### config.mk
export PLATFORM = sky130hd
export DESIGN_NAME = hv_timing_ctrl
export DESIGN_NICKNAME = d
export VERILOG_FILES = /design/src/rtl/hv_timing_pkg.sv /design/src/rtl/hv_vbl_flag.sv /design/src/rtl/hv_timing_ctrl.sv
export SDC_FILE = /design/constraint.sdc
export NUM_CORES = 1
export LEC_CHECK = 0
export BUFFER_PORTS_ARGS = -buffer_cell sky130_fd_sc_hd__buf_2
export CAP_MARGIN = 25
export CORE_AREA = 2 2 39 41
export CTS_BUF_LIST = sky130_fd_sc_hd__clkbuf_2 sky130_fd_sc_hd__clkbuf_4 sky130_fd_sc_hd__clkbuf_8
export DETAILED_ROUTE_END_ITERATION = 10
export DIE_AREA = 0 0 41 43
export SYNTH_ARGS = -nofsm -noshare
export SYNTH_HDL_FRONTEND = slang
export SYNTH_SLANG_ARGS = --single-unit
### constraint.sdc
create_clock -name PCLK -period 2.1 [get_ports PCLK]
set_input_delay 0.105 -clock PCLK [delete_from_list [all_inputs] [get_ports PCLK]]
set_output_delay 0.105 -clock PCLK [all_outputs]
set_load 0.005 [all_outputs]
### src/rtl/hv_timing_pkg.sv
// hv_timing_pkg: shared timing constants and count type; HV_TIMING_PAL_EN selects PAL frame defaults.
package hv_timing_pkg;
  typedef logic [8:0] cnt_t;
  localparam int NTSC_H_LAST = 340;
  localparam int NTSC_V_VBL  = 241;
  localparam int NTSC_V_LAST = 261;
  localparam int PAL_H_LAST  = 340;
  localparam int PAL_V_VBL   = 241;
  localparam int PAL_V_LAST  = 311;
`ifdef HV_TIMING_PAL_EN
  localparam int DEF_H_LAST = PAL_H_LAST;
  localparam int DEF_V_VBL  = PAL_V_VBL;
  localparam int DEF_V_LAST = PAL_V_LAST;
`else
  localparam int DEF_H_LAST = NTSC_H_LAST;
  localparam int DEF_V_VBL  = NTSC_V_VBL;
  localparam int DEF_V_LAST = NTSC_V_LAST;
`endif
endpackage

### src/rtl/hv_vbl_flag.sv
// hv_vbl_flag: vblank status flag with read-race suppression and active-low interrupt.
module hv_vbl_flag
  import hv_timing_pkg::*;
#(
  parameter int V_VBL  = DEF_V_VBL,
  parameter int V_LAST = DEF_V_LAST
) (
  input  logic       PCLK,
  input  logic       n_RES,
  input  logic [8:0] H_in,
  input  logic [8:0] V_in,
  input  logic       nmi_en,
  input  logic       rd_status,
  output logic       vbl_flag,
  output logic       n_INT
);
  logic set_cyc, clr_cyc;
  assign set_cyc = (V_in == cnt_t'(V_VBL)) & (H_in == 9'd1);
  // A status read in the set cycle wins, so the CPU never misses and re-sees the flag.
  assign clr_cyc = rd_status | ((V_in == cnt_t'(V_LAST)) & (H_in == 9'd1));
  always_ff @(posedge PCLK or negedge n_RES)
    if (!n_RES) vbl_flag <= 1'b0;
    else vbl_flag <= clr_cyc ? 1'b0 : (set_cyc ? 1'b1 : vbl_flag);
  assign n_INT = ~(vbl_flag & nmi_en);
endmodule

### src/rtl/hv_timing_ctrl.sv
// hv_timing_ctrl: registered line/frame end decode, odd-frame skip and frame parity.
// HV_TIMING_PAL_EN selects PAL frame length and removes the odd-frame skip.
module hv_timing_ctrl
  import hv_timing_pkg::*;
#(
  parameter int H_LAST = DEF_H_LAST,
  parameter int V_VBL  = DEF_V_VBL,
  parameter int V_LAST = DEF_V_LAST
) (
  input  logic       PCLK,
  input  logic       n_RES,
  input  logic [8:0] H_in,
  input  logic [8:0] V_in,
  input  logic       render_en,
  input  logic       nmi_en,
  input  logic       rd_status,
  output logic       HC,
  output logic       VC,
  output logic       V_IN,
  output logic       vbl_flag,
  output logic       n_INT,
  output logic       odd_frame,
  output logic       visible
);
  logic last_line, skip, line_end;
  cnt_t end_h;
  assign last_line = V_in == cnt_t'(V_LAST);
`ifdef HV_TIMING_PAL_EN
  assign skip = 1'b0;
`else
  assign skip = odd_frame & render_en & last_line;
`endif
  // Decode one count early so the clears land in the line's final cycle.
  assign end_h    = skip ? cnt_t'(H_LAST - 2) : cnt_t'(H_LAST - 1);
  assign line_end = (V_in <= cnt_t'(V_LAST)) & (H_in == end_h);
  always_ff @(posedge PCLK or negedge n_RES)
    if (!n_RES) begin
      HC        <= 1'b0;
      VC        <= 1'b0;
      V_IN      <= 1'b0;
      odd_frame <= 1'b0;
    end else begin
      HC   <= line_end;
      V_IN <= line_end;
      VC   <= line_end & last_line;
      if (VC) odd_frame <= ~odd_frame;
    end
  assign visible = (V_in < 9'd240) & (H_in != 9'd0) & (H_in <= 9'd256);
  hv_vbl_flag #(.V_VBL(V_VBL), .V_LAST(V_LAST)) u_vbl (
    .PCLK(PCLK), .n_RES(n_RES), .H_in(H_in), .V_in(V_in),
    .nmi_en(nmi_en), .rd_status(rd_status), .vbl_flag(vbl_flag), .n_INT(n_INT)
  );
endmodule

# Yosys cells after proc, flatten, opt, wreduce, memory -nomap -nowiden
# Cells that the tools add are included.
# W data, S select, Z words.
[classes]
mux = 3
bitwise = 12
n_lt_le_gt_ge = 3
n_eq_ne = 4
n_reduce_logical = 2
[op_table]
columns = ["operator", "n"]
rows = [
  ["$le A9 B9 Y1 const B", 2],
  ["$and A1 B1 Y1", 9],
  ["$eq A9 B1 Y1 const B", 1],
  ["$eq A9 B8 Y1 const B", 1],
  ["$eq A9 B9 Y1", 1],
  ["$eq A9 B9 Y1 const B", 1],
  ["$lt A9 B8 Y1 const B", 1],
  ["$reduce_bool A9 Y1", 1],
  ["$mux W1", 3],
  ["$not A1 Y1", 2],
  ["$reduce_bool A2 Y1", 1],
  ["$or A1 B1 Y1", 1],
]
[totals]
reg_bits = 4
word_cells = 28
out_inout_bits = 7

# Logic depth before layout (Yosys ltp)
[logic_depth]
word_depth = 6
depth_mapped = 4
mapped_depth_nobuf = 4

# Hierarchy
# A second synthesis with hierarchy kept.
[unflattened]
hier_cells = 38
hier_area_um2 = 354.1
[modules_own_cells]
columns = ["module", "area_per_inst_um2", "cells_per_inst", "n_inst", "seq_area_each_um2"]
rows = [
  ["hv_timing_ctrl", 229.0, 25, 1, 75.1],
  ["hv_vbl_flag", 125.1, 13, 1, 25.0],
]

# Worst setup path after synthesis
# OpenSTA, ideal clock, no wires.
[synth_timing]
path_type = "input to register"
from = "input V_in[6]"
to = "register V_IN"
required_ns = 2.023
cell_stages = 4
path_slack_ns = 0.473
n_path_buf = 0
arrival_time_ns = 1.550
path_cell_list = "or4_4 -> or4_4 -> or3_1 -> a21oi_1"
[synth_between]
elab_chain_cells = 5
elab_cells_between_ends = 6
classes_between = "order compare: 1; eq/ne: 2; mux: 1; bitwise: 2"
[synth_lines]
columns = ["item", "line", "source"]
rows = [
  ["start: declaration", "hv_timing_ctrl.sv:13", "input logic [8:0] V_in,"],
  ["$eq A9 B9 Y1", "hv_timing_ctrl.sv:27", "assign last_line = V_in == cnt_t'(V_LAST);"],
  ["$and A1 B1 Y1", "hv_timing_ctrl.sv:31", "assign skip = odd_frame & render_en & last_line;"],
  ["$mux W1", "hv_timing_ctrl.sv:34", "assign end_h = skip ? cnt_t'(H_LAST - 2) : cnt_t'(H_LAST - 1);"],
  ["$eq A9 B9 Y1", "hv_timing_ctrl.sv:35", "assign line_end = (V_in <= cnt_t'(V_LAST)) & (H_in == end_h);"],
  ["$and A1 B1 Y1 *", "hv_timing_ctrl.sv:35", ""],
  ["net line_end", "hv_timing_ctrl.sv:25", "logic last_line, skip, line_end;"],
  ["end signal: assignment", "hv_timing_ctrl.sv:44", "V_IN <= line_end;"],
  ["end: declaration", "hv_timing_ctrl.sv:19", "output logic V_IN,"],
]
# Mark *: on every way through the listed nets, which the timed path passes. The rest lies on a longest branch.
# A chain may end at the register's enable or synchronous reset.

# Worst setup path in the final report
[layout_timing]
from = "input H_in[3]"
to = "output visible"
[layout_between]
elab_chain_cells = 3
elab_cells_between_ends = 4
classes_between = "order compare: 1; bitwise: 2; reduce/logical: 1"
[layout_lines]
columns = ["item", "line", "source"]
rows = [
  ["start: declaration", "hv_timing_ctrl.sv:12", "input logic [8:0] H_in,"],
  ["parallel branches: the longest is 2 deep, another holds $le A9 B9 Y1", "n/a", ""],
  ["$and A1 B1 Y1 *", "hv_timing_ctrl.sv:48", "assign visible = (V_in < 9'd240) & (H_in != 9'd0) & (H_in <= 9'd256);"],
  ["end: declaration", "hv_timing_ctrl.sv:23", "output logic visible"],
]
# Mark *: on every way between the ends.

==> results.ini <==
[routing]
dr.first_iter.drc_count=1
routedWlPerCell_um=10.0
detailedRoute.firstPassIterationCount=2
route.detailed.drc=0
ant_nets=0
vias=366
vias_per_cell=4.58
wl_um=803

[synth]
synthFlopType=dfrtp_1
synth.top_cells.by_count=dfrtp_1 (4), nor3_1 (4), nand2_1 (3)
synthTopCellsByArea=dfrtp_1 (35%), or4_4 (7.9%), nor3_1 (7.0%)
yosys.cell_types.count=20
netlist_area_um2=287
synth_nets=55
synth-xor-area-share=0.0917
postSynthAreaPerCell_um2=8.95
synth_compound_area_frac=0.118
synth-edff-count=0
synth_seq_area_share=0.349
yosysWarnings=0
synth_top_cell_area_share=0.349
synthAdderAreaFrac=0
synth_top_family_by_area=simple AND/OR/NAND/NOR gates
netlist_instances=32
synth_seq_cells=4
yosysTopAreaCell=dfrtp_1
synthMuxAreaShare=0
synth_simple_gate_area_frac=0.402
synthArstFlopShare=1.00

[floorplanning]
die-area_um2=1760
initial_core_util=0.207
die_h_um=43
die_x_um=41
pin_count=30
rows=14
placeableCoreArea_um2=1380

[cts]
cts_resized=0
clk_latency_ns=0.23
cts_buffers=3
cts_tree=yes
clk_pin_slew_ns=0.04
cts.sinks=4
cts_root_buf=clkbuf_4
htreeDepth=1
clockBufferDepth=2

[setup_path]
worstPathArrival_ns=1.46
path_class=in -> out
startpoint_type=primary input
cp_slowest_stage_delay_ns=0.56
endpoint_kind=output port
required_ns=2.00
path_buf_inv=2
crit_chain=buf_2 -> or4_1 -> nor3_1 -> xor2_1 -> nor3_1 -> buf_2
crit_slowest_cell=or4_1
critPathTopFamily=simple AND/OR/NAND/NOR gates
critPathMaxFanout=3

[global_routing]
grt-ovfl-total=0
grt_max_degree=6
grt_antenna_before_repair=0
grt_pass1_wl_um=1220
first_global_vias=330
grtUsageTotal=0.104

[worst_hold_path]
hold_path_class=in -> reg

[layout]
drive_above_1_share=0.547
multi_input_area_um2=175
register_area_um2=100
n_fill_cell=149
area_growth_pct=66.4
diodes=0
layoutNonFillerInstCount=80
nets=89

[place]
post-place-ws_ns=0.315
place.gp.congestion=0.798
placed_cells_incl_taps=76
place_hpwl_um=737
io_buffers=29

[run]
cap_violations=0

[sta]
skew_ns=0.00211
worst_pin_slew_ns=0.366
layout_min_cycle_time_ns=1.56
rsz0062_at_grt=false
post-route-period-util=0.744
hold_violations=0
setup_viol=0
worst_slack_ns=0.538
finalMaxSlewViolations=0
relSlewSlack=0.754
tns_ns=0
fmax_mhz=640

[power]
irDropWorstVdd_mv=0.126
power_density_nw_per_um2=438
p_leak_nw=0.241

[outcome]
status=complete, no violations

[cells by family (layout without fill, tap and decap cells)]
family | count (synthesis) | after routing
xor+xnor | 3 | 3
simple gates | 18 | 18
flops | 4 | 4
buf+inv | 2 | 34
compound gates | 5 | 5
[where the power goes]
part	leakage (nW)	total (mW)	switching [mW]	internal, mW
clock	0.0138	0.0936	0.0298	0.0638
combinational	0.171	0.0375	0.0159	0.0216
sequential	0.0559	0.0776	0.0000136	0.0775
[what timing repair did]
item                      in CTS  in global routing
hold endpoints to repair       4                  0
buffers inserted               0                  0
hold buffers                   1                  0
[layout make-up]
type | instances | share of cell area
inverters | 1 | 0.00787
repair buffers | 30 | 0.325
flip-flops and latches | 4 | 0.210
well taps | 16 | 0.0420
clock buffers | 3 | 0.0472
multi-input cells | 26 | 0.367
[through the flow]
stage	utilization	total power, mW	hold WS (ns)	instance area (um2)
after floorplan	-	0.0877	-0.191	287
after global placement	0.321	0.114	-0.0873	444
after detailed placement	0.321	0.115	-0.0853	444
after CTS	0.344	0.216	0.0167	477
after global routing	0.344	0.223	0.0334	477
final	0.344	0.209	0.0262	477
[final timing paths]
path	from	endpoint	slack [ns]	cells after the start
min in group asynchronous	n_RES	V_IN$_DFF_PN0_	0.21	2
worst min-delay path	rd_status	u_vbl.vbl_flag$_DFFE_PN0P_	0.03	2
max in group asynchronous	n_RES	odd_frame$_DFFE_PN0P_	1.77	2
worst max-delay path	H_in[3]	visible	0.54	6
worst min register to register	VC$_DFF_PN0_	odd_frame$_DFFE_PN0P_	0.45	1
worst max register to register	odd_frame$_DFFE_PN0P_	V_IN$_DFF_PN0_	1.06	3
[state kept, by name (all words and copies together) (netlist names)]
register,count
VC,1
V_IN,1
odd_frame,1
u_vbl.vbl_flag,1
[metal layers]
metal	part of all wire	GRT usage	wire length, um	up-vias
met5	0	0	0	-
met4	0	0.0800	0	0
met3	0.14	0.0209	110	0
met2	0.48	0.178	383	23
met1	0.38	0.0997	309	154
li1	-	-	-	189
[cells in the final DEF (no fill, tap or decap), drive strengths merged, types with 2 or more instances in the layout]
cell | synthesis | routed
buf | 1 | 29
nor4 | 2 | 2
or3 | 2 | 2
dfrtp | 4 | 4
xor2 | 2 | 2
nand2 | 3 | 3
or4 | 3 | 3
clkbuf | 0 | 3
nor3 | 4 | 4
(Power assumes the default switching activity.)
